$ cat config.mk
export PLATFORM = sky130hd
export DESIGN_NAME = display_format
export DESIGN_NICKNAME = d
export VERILOG_FILES = /design/src/rtl/display_format.sv
export SDC_FILE = /design/constraint.sdc
export NUM_CORES = 1
export LEC_CHECK = 0
export CAP_MARGIN = 20
export CORE_MARGIN = 5
export CORE_UTILIZATION = 26
export CTS_BUF_LIST = sky130_fd_sc_hd__clkbuf_8
export DETAILED_ROUTE_END_ITERATION = 8
export HOLD_SLACK_MARGIN = 0.1
export PLACE_DENSITY = 0.49
export SYNTH_ARGS = -nofsm -noshare
export SYNTH_HDL_FRONTEND = slang
export SYNTH_SLANG_ARGS = --single-unit
$ cat constraint.sdc
create_clock -name clk -period 5.1 [get_ports clk]
set_input_delay 0.51 -clock clk [delete_from_list [all_inputs] [get_ports clk]]
set_output_delay 0.51 -clock clk [all_outputs]
set_load 0.01 [all_outputs]
$ cat src/rtl/display_format.sv
// Formats a 32-bit value into 8 six-bit seven-segment digit codes (hex, unsigned or signed decimal).
// Latency is 33 edges for decimal and 1 edge for hex; load is ignored while busy and never queued.
module display_format #(
  parameter bit LZB = 1'b1
) (
  input  logic        clk,
  input  logic        rst,
  input  logic [31:0] value,
  input  logic [1:0]  mode,
  input  logic        load,
  output logic        busy,
  output logic        done,
  output logic [47:0] content
);

  typedef enum logic [1:0] {IDLE, CONV, FORMAT} state_t;

  state_t            state, state_nxt;
  logic [31:0]       shift;
  logic [39:0]       bcd;
  logic [39:0]       bcd_adj;
  logic [5:0]        cnt;
  logic              hex_q, sgn_q, neg_q;
  logic              is_hex, ovf;
  logic [7:0][3:0]   digs;
  logic [2:0]        msnz;
  logic [7:0][5:0]   codes;

  assign is_hex = (mode == 2'd0) || (mode == 2'd3);
  assign busy   = (state != IDLE);

  always_ff @(posedge clk or negedge rst) begin
    if (!rst) state <= IDLE;
    else      state <= state_nxt;
  end

  always_comb begin
    state_nxt = state;
    case (state)
      IDLE:    if (load) state_nxt = is_hex ? FORMAT : CONV;
      CONV:    if (cnt == 6'd31) state_nxt = FORMAT;
      FORMAT:  state_nxt = IDLE;
      default: state_nxt = IDLE;
    endcase
  end

  // Add-3 correction applied to every BCD nibble before the shift.
  always_comb begin
    bcd_adj = bcd;
    for (int i = 0; i < 10; i++) begin
      if (bcd[4*i +: 4] >= 4'd5) bcd_adj[4*i +: 4] = bcd[4*i +: 4] + 4'd3;
    end
  end

  always_comb begin
    digs  = hex_q ? shift : bcd[31:0];
    ovf   = !hex_q && (sgn_q ? (|bcd[39:28]) : (|bcd[39:32]));
    msnz  = 3'd0;
    codes = '0;
    for (int i = 1; i < 8; i++) begin
      if (digs[i] != 4'd0) msnz = 3'(i);
    end
    for (int i = 0; i < 8; i++) begin
      if (!LZB || (3'(i) <= msnz)) codes[i] = {2'b00, digs[i]} + 6'd1;
    end
    // A negative in-range magnitude never uses digit 7, so msnz+1 cannot wrap here.
    if (neg_q) begin
      if (LZB) codes[msnz + 3'd1] = 6'd17;
      else     codes[7]           = 6'd17;
    end
    if (ovf) codes = {8{6'd17}};
  end

  always_ff @(posedge clk or negedge rst) begin
    if (!rst) begin
      shift   <= '0;
      bcd     <= '0;
      cnt     <= '0;
      hex_q   <= 1'b0;
      sgn_q   <= 1'b0;
      neg_q   <= 1'b0;
      done    <= 1'b0;
      content <= '0;
    end else begin
      done <= 1'b0;
      case (state)
        IDLE: begin
          if (load) begin
            cnt   <= '0;
            bcd   <= '0;
            hex_q <= is_hex;
            sgn_q <= (mode == 2'd2);
            neg_q <= (mode == 2'd2) && value[31];
            shift <= ((mode == 2'd2) && value[31]) ? -value : value;
          end
        end
        CONV: begin
          bcd   <= {bcd_adj[38:0], shift[31]};
          shift <= {shift[30:0], 1'b0};
          cnt   <= cnt + 6'd1;
        end
        FORMAT: begin
          content <= codes;
          done    <= 1'b1;
        end
        default: ;
      endcase
    end
  end

endmodule

* Word-level counts from Yosys, hierarchy flattened *
Cells that the tools add are included.

word-level totals
  memories kept = 0
  bits in latches = 0
  word-level logic and storage cells = 124
  input port bits = 37
  register bits after elaboration = 132
  output and inout bits = 50
  RAM bits = 0
  ROM bits = 0

cells by class
  shift operators = 0
  reductions and logical operators = 21
  magnitude comparators = 20
  eq/ne operators = 7
  bitwise operators = 3
  muxes and demuxes = 43
  multiply operators = 0
  div/mod/pow operators = 0
  $add $sub $neg = 21

operators by type and width
  cell                 number
  $mux 32              3
  $mux 48              2
  $pmux 40 s2          1
  $pmux 32 s2          1
  $add 4x1->5 const B  8
  $ge 4x3->1 const B   10
  $mux 40              1
  $mux 5               8
  $add 4x2->4 const B  9
  $mux 4               9
  $and 32x32->32       1
  $neg 32->32          1
  $not 32->32          1
  $reduce_bool 4->1    7
  $mux 3               7
  $demux 6 s3          1
  $or 16x16->16        1
  $le 3x3->1 const A   4
  $mux 6               2
  $pmux 6 s2           1
  $reduce_or 12->1     1
  $reduce_or 8->1      1
  $add 6x1->6 const B  1
  $eq 2x2->1 const B   3
  other kinds (18)     31

* Depth between registers and ports, before layout *
Gate-level depths: netlist (run 1).

  depth in word-level cells = 18
  gate-level depth with buffers = 17
  gate-level depth less buffers = 14

* Least setup slack after synthesis (run 1) *
No wires, ideal clock.

  path kind = register to register
  from = register hex_q
  to = register content[13]
  path buffers = 3
  cell stages (with the launch flop) = 16
  required time = 5032 ps
  setup time = 68 ps
  period minus slack after synthesis = 3585 ps
  slack = 1515 ps
  data arrival time = 3517 ps
  cell sequence = dfrtp_1 > buf_6 > buf_2 > buf_2 > mux2i_1 > ha_1 > o21ai_1 > a211o_1 > a21o_1 > ha_1 > ha_1 > inv_1 > and3_1 > o21a_1 > nor3_1 > a32o_1

on the way
  longest elaborated chain between the ends = 18
  elaborated cells on any way between the ends = 30
  those cells by class = add/sub (2); order compare (3); mux (13); bitwise (2); reduce/logical (10)

ends and longest elaborated chain
  what                                                            RTL line  RTL
  from (decl)                                                     23        logic hex_q, sgn_q, neg_q;
  from (signal assigned)                                          91        hex_q <= is_hex;
  $mux 32                                                         56        digs = hex_q ? shift : bcd[31:0];
  $reduce_bool 4->1                                               61        if (digs[i] != 4'd0) msnz = 3'(i);
  $mux 1                                                          61
  $mux 3 (6 in series)                                            61
  $add 3x1->3                                                     68        if (LZB) codes[msnz + 3'd1] = 6'd17;
  $lt 3x4->1 (implied by the code) or $ge 3x1->1 (tied branches)  68
  $logic_and 1x1->1 (implied by the code)                         68
  $mux 6 (implied by the code)                                    68
  $demux 6 s3                                                     68
  $not 32->32 (no source line)                                    --
  $and 32x32->32 (no source line)                                 --
  $mux 48                                                         67        if (neg_q) begin
  $mux 48 *                                                       71        if (ovf) codes = {8{6'd17}};
  to (signal assigned)                                            103       content <= codes;
  to (decl)                                                       13        output logic [47:0] content

Every way passes the cells marked *; elsewhere a longest branch is shown, timed or not.
A chain may end at the register's enable or synchronous reset.

* Worst setup path after layout (run 1) *
Same ends and word-level chain as after synthesis.

==> results.md, run 1 <==
* Peak supply drop at 0.174 mV
* Main flop type after synthesis: dfrtp_1
* Final HPWL DP at roughly 16000 um
* Simple-gate share of the synthesized area at 0.143
* GR Overflow Total at 0
* Sequential power share at 0.335
* Cell variety after synth at 60
* Logic pwr share at 0.496
* Reg2reg end: content[13]
* Asr flop ratio synth at 1.00
* Flops & latches, synth at around 120
* HP Class: input pin to async pin
* Port Buffer Count at ~80
* Pleak at about 0.0038 uW
* Critical Path AT at around 4.4 ns
* Outcome: complete, no violations
* CP required at ~5.5 ns
* Sequential area share after synthesis at 0.406
* Routed wire per std cell at roughly 17 um
* Initial antenna violation count at 0
* Fmax at ~250 MHz
* CTS Hold Buffers Added at 0
* IO Pins at 87
* Multiplexer share of the synthesized area at 0.0393
* Fin. max-slew vios at 0
* Core area at approximately 29000 sq um
* Die area at 32900 sq um
* Fin. Hold Viols at 0
* Die Y at around 180 um
* Clock share of power at 0.169
* Fillers at slightly above 3000
* Power density over the cells at between 500 and 600 nW/um^2
* # nets final at 968
* Die Width at roughly 180 um
* Post-route setup TNS at 0 ns
* Iter 0 DRT Violations at about 400
* Routed Antenna Nets at 0
* Clk_skew at roughly 0.014 ns
* Worst R2R Path Depth at 12
* Clk slew on worst S/H paths at around 0.070 ns
* Switching part of the total at 0.444
* DRC viols at 0
* Vias in the first global route at between 6000 and 7000
* First-pass GRT wire length at approximately 35000 um
* Mean post-synth cell area at between 9 and 10 sq um
* Cell count after synthesis at slightly above 800
* Most frequent cells in the layout: dfrtp_1, clkdlybuf4s50_1, a21oi_1
* Compound-Gate Fraction of Synth Area at 0.218
* Routed WL at around 22000 um
* Pint at between 3000 and 4000 uW
* Clock insertion delay at the later pin of the skew report at between 0.4 and 0.5 ns
* Worst-margin pin slew at between 0.9 and 1 ns
* Unrepaired setup endpoints after global routing: false
* Setup bufs post-CTS at 0
* Post-Synth Adder-Cell Area at 0.0705
* Non-Filler Instances at ~1300
* NetSw at 2440 uW
* Slew HR at 0.385
* CP Max Fanout at 41
* Pin count of the biggest net entering global routing at between 70 and 80
* Max-Cap Viols at 0
* Htree depth at 4
* # diodes at 0
* Number of synthesized flops with an enable pin at 0
* Reg2reg setup slack at around 1.0 ns
* Placed cell count at between 1000 and 1500
* DRT Pass-1 Iters at 4
* Netlist Area Pre-Place at 7630 sq um
* TritonCTS buffer count at 17
* GP Congestion at around 0.81
* Warnings from Yosys at 0
* Crit. End Element: flip-flop
* Final Critical Period at approximately 4.1 ns
* All-Layer GR Usage at 0.130
* Clock root buffer: clkbuf_8
* Leading cell type in the layout, fill and taps excluded: dfrtp_1
* Total number of vias at approximately 6300
* Overall Power at 5510 uW
* Fraction of layout cells with a size suffix above 1 at 0.0733
* Clock buffer depth at 2
* Num Clock Sinks at ~120
* Synth-to-layout area growth at 21.2%
* Post-synthesis xor/xnor area fraction at 0.0723
* Initial Util at 0.265
* Gates resized, CTS repair at 0
* CTS tree: yes
* CP Class: flip-flop to flip-flop
* Main combinational cell family by area after synthesis: compound AO/OA/AOI/OAI gates
* Final setup viols at 0
* R2R Path Start: hex_q
* Fin crit share at 0.796
* Number of cell rows at 62
* Vias/cell at around 5
* Startpoint Class: flip-flop
registers in the layout, summed over array words and instances, names as in the netlist:
| name | cells |
|---|---|
| done | 1 |
| cnt | 6 |
| content | 40 |
| neg_q | 1 |
| sgn_q | 1 |
| hex_q | 1 |
| shift | 32 |
| bcd | 40 |
| state | 2 |
per-stage QoR:
step	utilization	hold slack, ns	area, sq um	setup slack, ns
after global routing	0.321	0.145	9250	0.709
after detailed placement	0.305	0.482	8800	1.09
after floorplan	-	0.214	7660	1.52
final	0.321	0.124	9250	1.04
after global placement	0.305	0.463	8790	1.15
after CTS	0.320	0.193	9220	1.06
synth_stat cells, types with 8 or more instances:
library cell	instances	share of area
o22ai_1	16	0.013
nor3_1	19	0.012
or3_1	22	0.018
o21a_1	8	0.0079
o31ai_1	19	0.019
a21oi_1	67	0.044
nand3_1	12	0.0079
ha_1	43	0.070
nand2b_1	12	0.0098
a22o_1	17	0.020
nor2_1	49	0.024
xnor2_1	31	0.036
clkbuf_1	30	0.015
buf_4	8	0.0079
dfrtp_1	124	0.41
mux2i_1	30	0.039
o21ai_0	66	0.043
nand2_1	56	0.028
xor2_1	32	0.037
a32o_1	17	0.022
inv_1	44	0.022
cell type report:
cell class / count / area [sq um] / share of cell area
clock buffer: 20 / 275 / 0.0298
multi-input combinational: 609 / 4180 / 0.452
timing repair buffer: 90 / 888 / 0.0960
clock inverter: 12 / 146 / 0.0158
inverter: 46 / 173 / 0.0187
tap: 384 / 480 / 0.0519
sequential: 124 / 3100 / 0.336
cells by family after synthesis:
logic type / count (synthesis)
AOI/OAI and AO/OA: 255
and+or+nand+nor: 210
DFF: 124
buffers and inverters: 90
xor gates and xnor gates: 63
adders and majority gates: 43
muxes: 30
other: 1
worst max path at each step:
| stage | startpoint | endpoint | slack, ns | cells past startpoint |
|---|---|---|---|---|
| global placement | hex_q | content[13] | 1.15 | 13 |
| floorplan | hex_q | content[13] | 1.52 | 15 |
| detailed placement | hex_q | content[13] | 1.09 | 12 |
| finish | hex_q | content[13] | 1.04 | 12 |
| CTS | hex_q | content[13] | 1.06 | 12 |
| global route | hex_q | content[13] | 0.71 | 12 |
critical path, stage by stage, from the launching register on:
cell	delay, ns
dfrtp_2	0.97
buf_4	0.33
mux2i_1	0.38
ha_1	0.23
o21a_1	0.14
a211o_1	0.21
a21o_1	0.25
inv_2	0.13
ha_1	0.35
and3_1	0.18
o21a_1	0.10
nor3_1	0.47
a32o_1	0.25
per-layer routing:
metal,vias to the layer above,track usage,wire [um],share of wire
li1,3091,-,-,-
met1,3085,0.211,12000,0.55
met2,156,0.174,8470,0.39
met3,14,0.0251,998,0.046
met4,0,0.0321,218,0.010
met5,-,0,0,0
power groups by stage:
stage	registers, uW	clock network, uW	logic, uW
after floorplan	1690	0	1870
after CTS	1840	949	2740
after detailed placement	1860	0	2720
final	1850	929	2730
after global placement	1860	0	2700
after global routing	1910	994	3030
No activity file was read; power rests on OpenSTA's default activity.
==> run 2: changes to the inputs <==
- PLACE_DENSITY: 0.49 -> 0.51
- clock period: 5.1 -> 3.3 ns (I/O delays scaled with it)
==> results.md, run 2 (same netlist as run 1, synthesis figures left out) <==
* Outcome: complete, no violations
* R2R Path Start: hex_q
* Power density over the cells at 940 nW/um^2 (+58%)
* GR Overflow Total at 0 (unchanged)
* Critical Path AT at 3.60 ns (-0.84 ns)
* Total number of vias at 6401 (+0.87%)
* Cell Chain, Critical Path: buf_12, buf_2, buf_4, nor3_4, o21ai_2, a211o_1, a21o_4, ha_2, ha_4, inv_1, and3_4, o21a_1, nor3_4, a32o_1
* IO Pins at 87 (unchanged)
* Switching part of the total at 0.445 (+0.00101)
* First-pass GRT wire length at 35000 um (+1.2%)
* Port Buffer Count at 78 (unchanged)
* GP Congestion at 0.830 (+2.6%)
* Die Width at 181 um (unchanged)
* Vias/cell at 4.86 (-1.7%)
* Overall Power at 9080 uW (+65%)
* WP depth at 14 (+2)
* NetSw at 4040 uW (+65%)
* Peak supply drop at 0.327 mV (+88%)
* TritonCTS buffer count at 17 (unchanged)
* Slew HR at 0.498 (+0.113)
* Synth-to-layout area growth at 26.6%
* Pint at 5040 uW (+65%)
* Sequential power share at 0.312 (-0.023)
* Die Y at 181 um (unchanged)
* # diodes at 0 (unchanged)
* Critical path launch point: hex_q
* Die area at 32900 sq um (unchanged)
* Num Clock Sinks at 124 (unchanged)
* Final setup viols at 0 (unchanged)
* Clock buffer depth at 2 (unchanged)
* Final Critical Period at 3.21 ns (-0.844 ns)
* Routed wire per std cell at 16.9 um (about the same)
* DRT Pass-1 Iters at 5 (+1)
* Htree depth at 4 (unchanged)
* Worst R2R Path Depth at 14 (+2)
* Final HPWL DP at 16400 um (+2.2%)
* Worst Path Buf+Inv at 4 (+2)
* Pre-CTS setup slack at -0.0661 ns (-1.16 ns)
* CP Class: flip-flop to flip-flop
* Worst path slowest cell: dfrtp_2
* Most frequent cells in the layout: dfrtp_1, clkdlybuf4s50_1, a21oi_1
* Leading cell type in the layout, fill and taps excluded: dfrtp_1
* # nets final at 1001 (+3.4%)
* DRC viols at 0 (unchanged)
* CTS tree: yes
* Clk slew on worst S/H paths at 0.08 ns (about the same)
* Crit path capture: content[15]
* Startpoint Class: flip-flop
* Vias in the first global route at 6150 (+0.16%)
* Iter 0 DRT Violations at 520 (+29%)
* All-Layer GR Usage at 0.133 (+0.00227)
* Fmax at 311 MHz (+26%)
* Final worst slack at 0.0862 ns (-0.956 ns)
* Fraction of layout cells with a size suffix above 1 at 0.125 (+0.0520)
* Pin count of the biggest net entering global routing at 52 (-34%)
* Clock insertion delay at the later pin of the skew report at 0.46 ns (about the same)
* Number of cell rows at 62 (unchanged)
* Clock share of power at 0.142 (-0.027)
* Clock root buffer: clkbuf_8
* Biggest regs: bcd x40, content x40, shift x32
* CP Max Fanout at 6 (-85%)
* Worst-margin pin slew at 0.753 ns (-0.169 ns)
* Fin. Hold Viols at 0 (unchanged)
* Reg2reg setup slack at 0.09 ns (-0.96 ns)
* HP Class: input pin to async pin
* Pleak at 0.00395 uW (+4.0%)
* Initial antenna violation count at 0 (unchanged)
* Fin. max-slew vios at 0 (unchanged)
* Reg2reg end: content[15]
* CP peak stage delay at 0.50 ns (-0.47 ns)
* CP required at 3.69 ns (-1.79 ns)
* Fin crit share at 0.974 (+0.178)
* Routed Antenna Nets at 0 (unchanged)
* Logic pwr share at 0.546 (+0.050)
* Initial Util at 0.265 (unchanged)
* Most frequent CP cell: nor3_4
* Core area at 28900 sq um (unchanged)
* Clk_skew at 0.0162 ns (+0.00215 ns)
* Routed WL at 22300 um (+2.6%)
* Crit. End Element: flip-flop
* CP top delay family: compound AO/OA/AOI/OAI gates
* Max-Cap Viols at 0 (unchanged)
==> run 2: changes by cell type in the layout (fill, tap and decap cells not counted), sizes merged <==
cell	change
clkbuf	+1
dlygate4sd3	+1
bufinv	-2
inv	-1
clkinv	+3
buf	+30
clkinvlp	+1
==> run 2: power groups by stage <==
| stage | logic (uW) | registers [uW] | clock network [uW] |
|---|---|---|---|
| after floorplan | 2940 | 2620 | 0 |
| after global placement | 4510 | 2810 | 0 |
| after detailed placement | 4550 | 2800 | 0 |
| after CTS | 4590 | 2780 | 1340 |
| after global routing | 5470 | 2900 | 1400 |
| final | 4960 | 2830 | 1290 |
==> run 2: worst min-delay path by stage <==
| stage | startpoint | endpoint | slack (ns) | cells after the start |
|---|---|---|---|---|
| detailed placement | rst | content[9] | 0.37 | 1 |
| CTS | rst | bcd[37] | 0.43 | 2 |
| global route | rst | content[42] | 0.47 | 2 |
| finish | rst | content[10] | 0.42 | 2 |
| floorplan | rst | bcd[0] | 0.03 | 0 |
| global placement | rst | content[46] | 0.36 | 1 |
==> run 2: routing by layer <==
metal  vias to the layer above  GRT usage  share of wire
met5                         -          0              0
met4                         0     0.0378          0.014
met3                        18     0.0261          0.051
met2                       166      0.173           0.39
met1                      3054      0.215           0.54
li1                       3163          -              -
==> run 2: layout make-up <==
cell class,instances,area (sq um)
fill,3020,19200
multi-input combinational,609,4330
sequential,124,3100
timing repair buffer,123,1200
tap,384,480
clock buffer,19,262
inverter,46,173
clock inverter,13,118
==> run 2: through the flow <==
| stage | hold WS, ns | util | cells | cell area [sq um] | TNS (ns) |
|---|---|---|---|---|---|
| 3_5_place_dp | 0.367 | 0.312 | 1274 | 9010 | -0.347 |
| 5_1_grt | 0.469 | 0.335 | 1318 | 9660 | -0.115 |
| 3_3_place_gp | 0.362 | 0.312 | 1274 | 9010 | 0 |
| 2_1_floorplan | 0.0344 | - | 823 | 7700 | 0 |
| 4_1_cts | 0.432 | 0.326 | 1307 | 9410 | 0 |
| 6_report | 0.425 | 0.335 | 1318 | 9660 | 0 |
==> run 2: repair_timing <==
action                                  in CTS  in global routing
pin swaps                                    0                  8
gates resized for setup                      2                 25
hold endpoints to repair                    38                  0
setup buffers                                0                  9
gates cloned                                 0                  2
hold buffers                                 1                  0
endpoints found under the setup margin       9                 30
==> run 3: changes to the inputs <==
- CTS_BUF_LIST: sky130_fd_sc_hd__clkbuf_8 -> sky130_fd_sc_hd__clkbuf_2
==> results.md, run 3 (same netlist as run 1, synthesis figures left out) <==
* Routed wire per std cell at 16.9 um (about the same)
* Power density over the cells at 921 nW/um^2 (-2.0%)
* Die Width at 181 um (unchanged)
* # nets final at 1005 (+0.40%)
* Fin crit share at 0.981 (+0.00712)
* Critical Path AT at 3.87 ns (+0.27 ns)
* CP Class: flip-flop to flip-flop
* Clk_skew at 0.0411 ns (+0.0250 ns)
* Cell Chain, Critical Path: buf_12, buf_4, buf_4, nor3_4, o21ai_2, a211o_1, a21o_4, ha_2, ha_4, inv_4, and3_4, o21a_1, nor3_4, a32o_1
* Number of cell rows at 62 (unchanged)
* Clock buffer depth at 2 (unchanged)
* HP Class: input pin to flip-flop
* DRT Pass-1 Iters at 5 (unchanged)
* Peak supply drop at 0.298 mV (-8.9%)
* Vias/cell at 4.89 (+0.62%)
* GR Overflow Total at 0 (unchanged)
* Initial antenna violation count at 1 (+1)
* Leading cell type in the layout, fill and taps excluded: dfrtp_1
* Final hold slack at 0.244 ns (-0.181 ns)
* Worst-margin pin slew at 0.755 ns (+0.00172 ns)
* DRC viols at 0 (unchanged)
* Most frequent cells in the layout: dfrtp_1, clkdlybuf4s50_1, a21oi_1
* Clock insertion delay at the later pin of the skew report at 0.71 ns (+0.25 ns)
* CP Max Fanout at 6 (unchanged)
* Port Buffer Count at 78 (unchanged)
* Outcome: complete, no violations
* Vias in the first global route at 6179 (+0.47%)
* IO Pins at 87 (unchanged)
* Overall Power at 8820 uW (-2.9%)
* Fin. max-slew vios at 0 (unchanged)
* Pleak at 0.00391 uW (-1.1%)
* Fraction of layout cells with a size suffix above 1 at 0.131 (+0.00586)
* Fin. Hold Viols at 0 (unchanged)
* TritonCTS buffer count at 17 (unchanged)
* Initial Util at 0.265 (unchanged)
* Routed Antenna Nets at 0 (unchanged)
* Final Critical Period at 3.24 ns (+0.0235 ns)
* Startpoint Class: flip-flop
* Final setup viols at 0 (unchanged)
* GP Congestion at 0.830 (unchanged)
* CP peak stage delay at 0.54 ns (+0.04 ns)
* Clock root buffer: clkbuf_2
* Num Clock Sinks at 124 (unchanged)
* Crit. End Element: flip-flop
* Fmax at 309 MHz (-0.73%)
* Slew HR at 0.497 (-0.00115)
* First-pass GRT wire length at 35100 um (+0.41%)
* Final HPWL DP at 16400 um (unchanged)
* Total number of vias at 6465 (+1.0%)
* Iter 0 DRT Violations at 539 (+3.7%)
* Clk slew on worst S/H paths at 0.21 ns (+0.13 ns)
* Die area at 32900 sq um (unchanged)
* Biggest regs: bcd x40, content x40, shift x32
* Pin count of the biggest net entering global routing at 52 (unchanged)
* Die Y at 181 um (unchanged)
* Routed WL at 22400 um (+0.30%)
* Core area at 28900 sq um (unchanged)
* Htree depth at 4 (unchanged)
* Synth-to-layout area growth at 25.5%
* All-Layer GR Usage at 0.133 (+0.000428)
* CP required at 3.93 ns (+0.24 ns)
* Max-Cap Viols at 0 (unchanged)
* Worst path slowest cell: dfrtp_2
* CTS tree: yes
* Post-route setup TNS at 0 ns (unchanged)
## run 3: path summary, 6_finish.rpt
path / slack [ns] / from / endpoint / depth (start not counted)
min in group asynchronous: 0.64 / rst / content[7] / 3
setup reg to reg: 0.06 / hex_q / content[15] / 14
max in group asynchronous: 1.33 / rst / cnt[3] / 4
setup / recovery: 0.06 / hex_q / content[15] / 14
hold reg to reg: 0.50 / cnt[5] / cnt[5] / 1
hold / removal: 0.24 / value[0] / shift[0] / 3
## run 3: power by group
group | internal [uW] | switching (uW)
clock network | 273 | 624
logic | 2370 | 2720
registers | 2100 | 723
total | 4750 | 4070
## run 3: critical path, delay by kind of cell (launching register included)
kind                     cells  cell delay (ns)
AND/OR/NAND/NOR              3             0.64
AO/OA/AOI/OAI                5             1.00
buffers and inverters        4             0.52
flip-flops                   1             0.54
adder cells (fa/ha/maj)      2             0.48
## run 3: what timing repair did
item | 4_1_cts | 5_1_grt
hold buffers | 3 | 0
resized for setup | 4 | 33
buffers inserted | 0 | 11
setup endpoints to repair | 12 | 32
pin swaps | 0 | 11
hold endpoints to repair | 89 | 0
cloned | 0 | 2
## run 3: layer usage
layer	wire length, um	vias up	global-route usage	share of wire
met4	214	0	0.0327	0.0096
met5	0	-	0	0
met1	12000	3092	0.216	0.54
li1	-	3177	-	-
met3	1290	11	0.0298	0.058
met2	8830	185	0.174	0.39
## run 3: layout make-up
| type | count | area, sq um |
|---|---|---|
| antenna | 1 | 2.50 |
| clock buffer | 18 | 90.1 |
| clock inverter | 14 | 121 |
| fill | 3028 | 19300 |
| inverter | 46 | 175 |
| multi-input combinational | 609 | 4370 |
| sequential | 124 | 3100 |
| tap | 384 | 480 |
| timing repair buffer | 127 | 1240 |
## run 3: through the flow
step / instance area, sq um / instances / util / setup slack [ns]
finish: 9580 / 1323 / 0.332 / 0.0627
global route: 9580 / 1323 / 0.332 / -0.0567
CTS: 9280 / 1309 / 0.322 / 0.0134
detailed placement: 9010 / 1274 / 0.312 / -0.0661
global placement: 9010 / 1274 / 0.312 / 0.0992
floorplan: 7700 / 823 / - / 0.0265
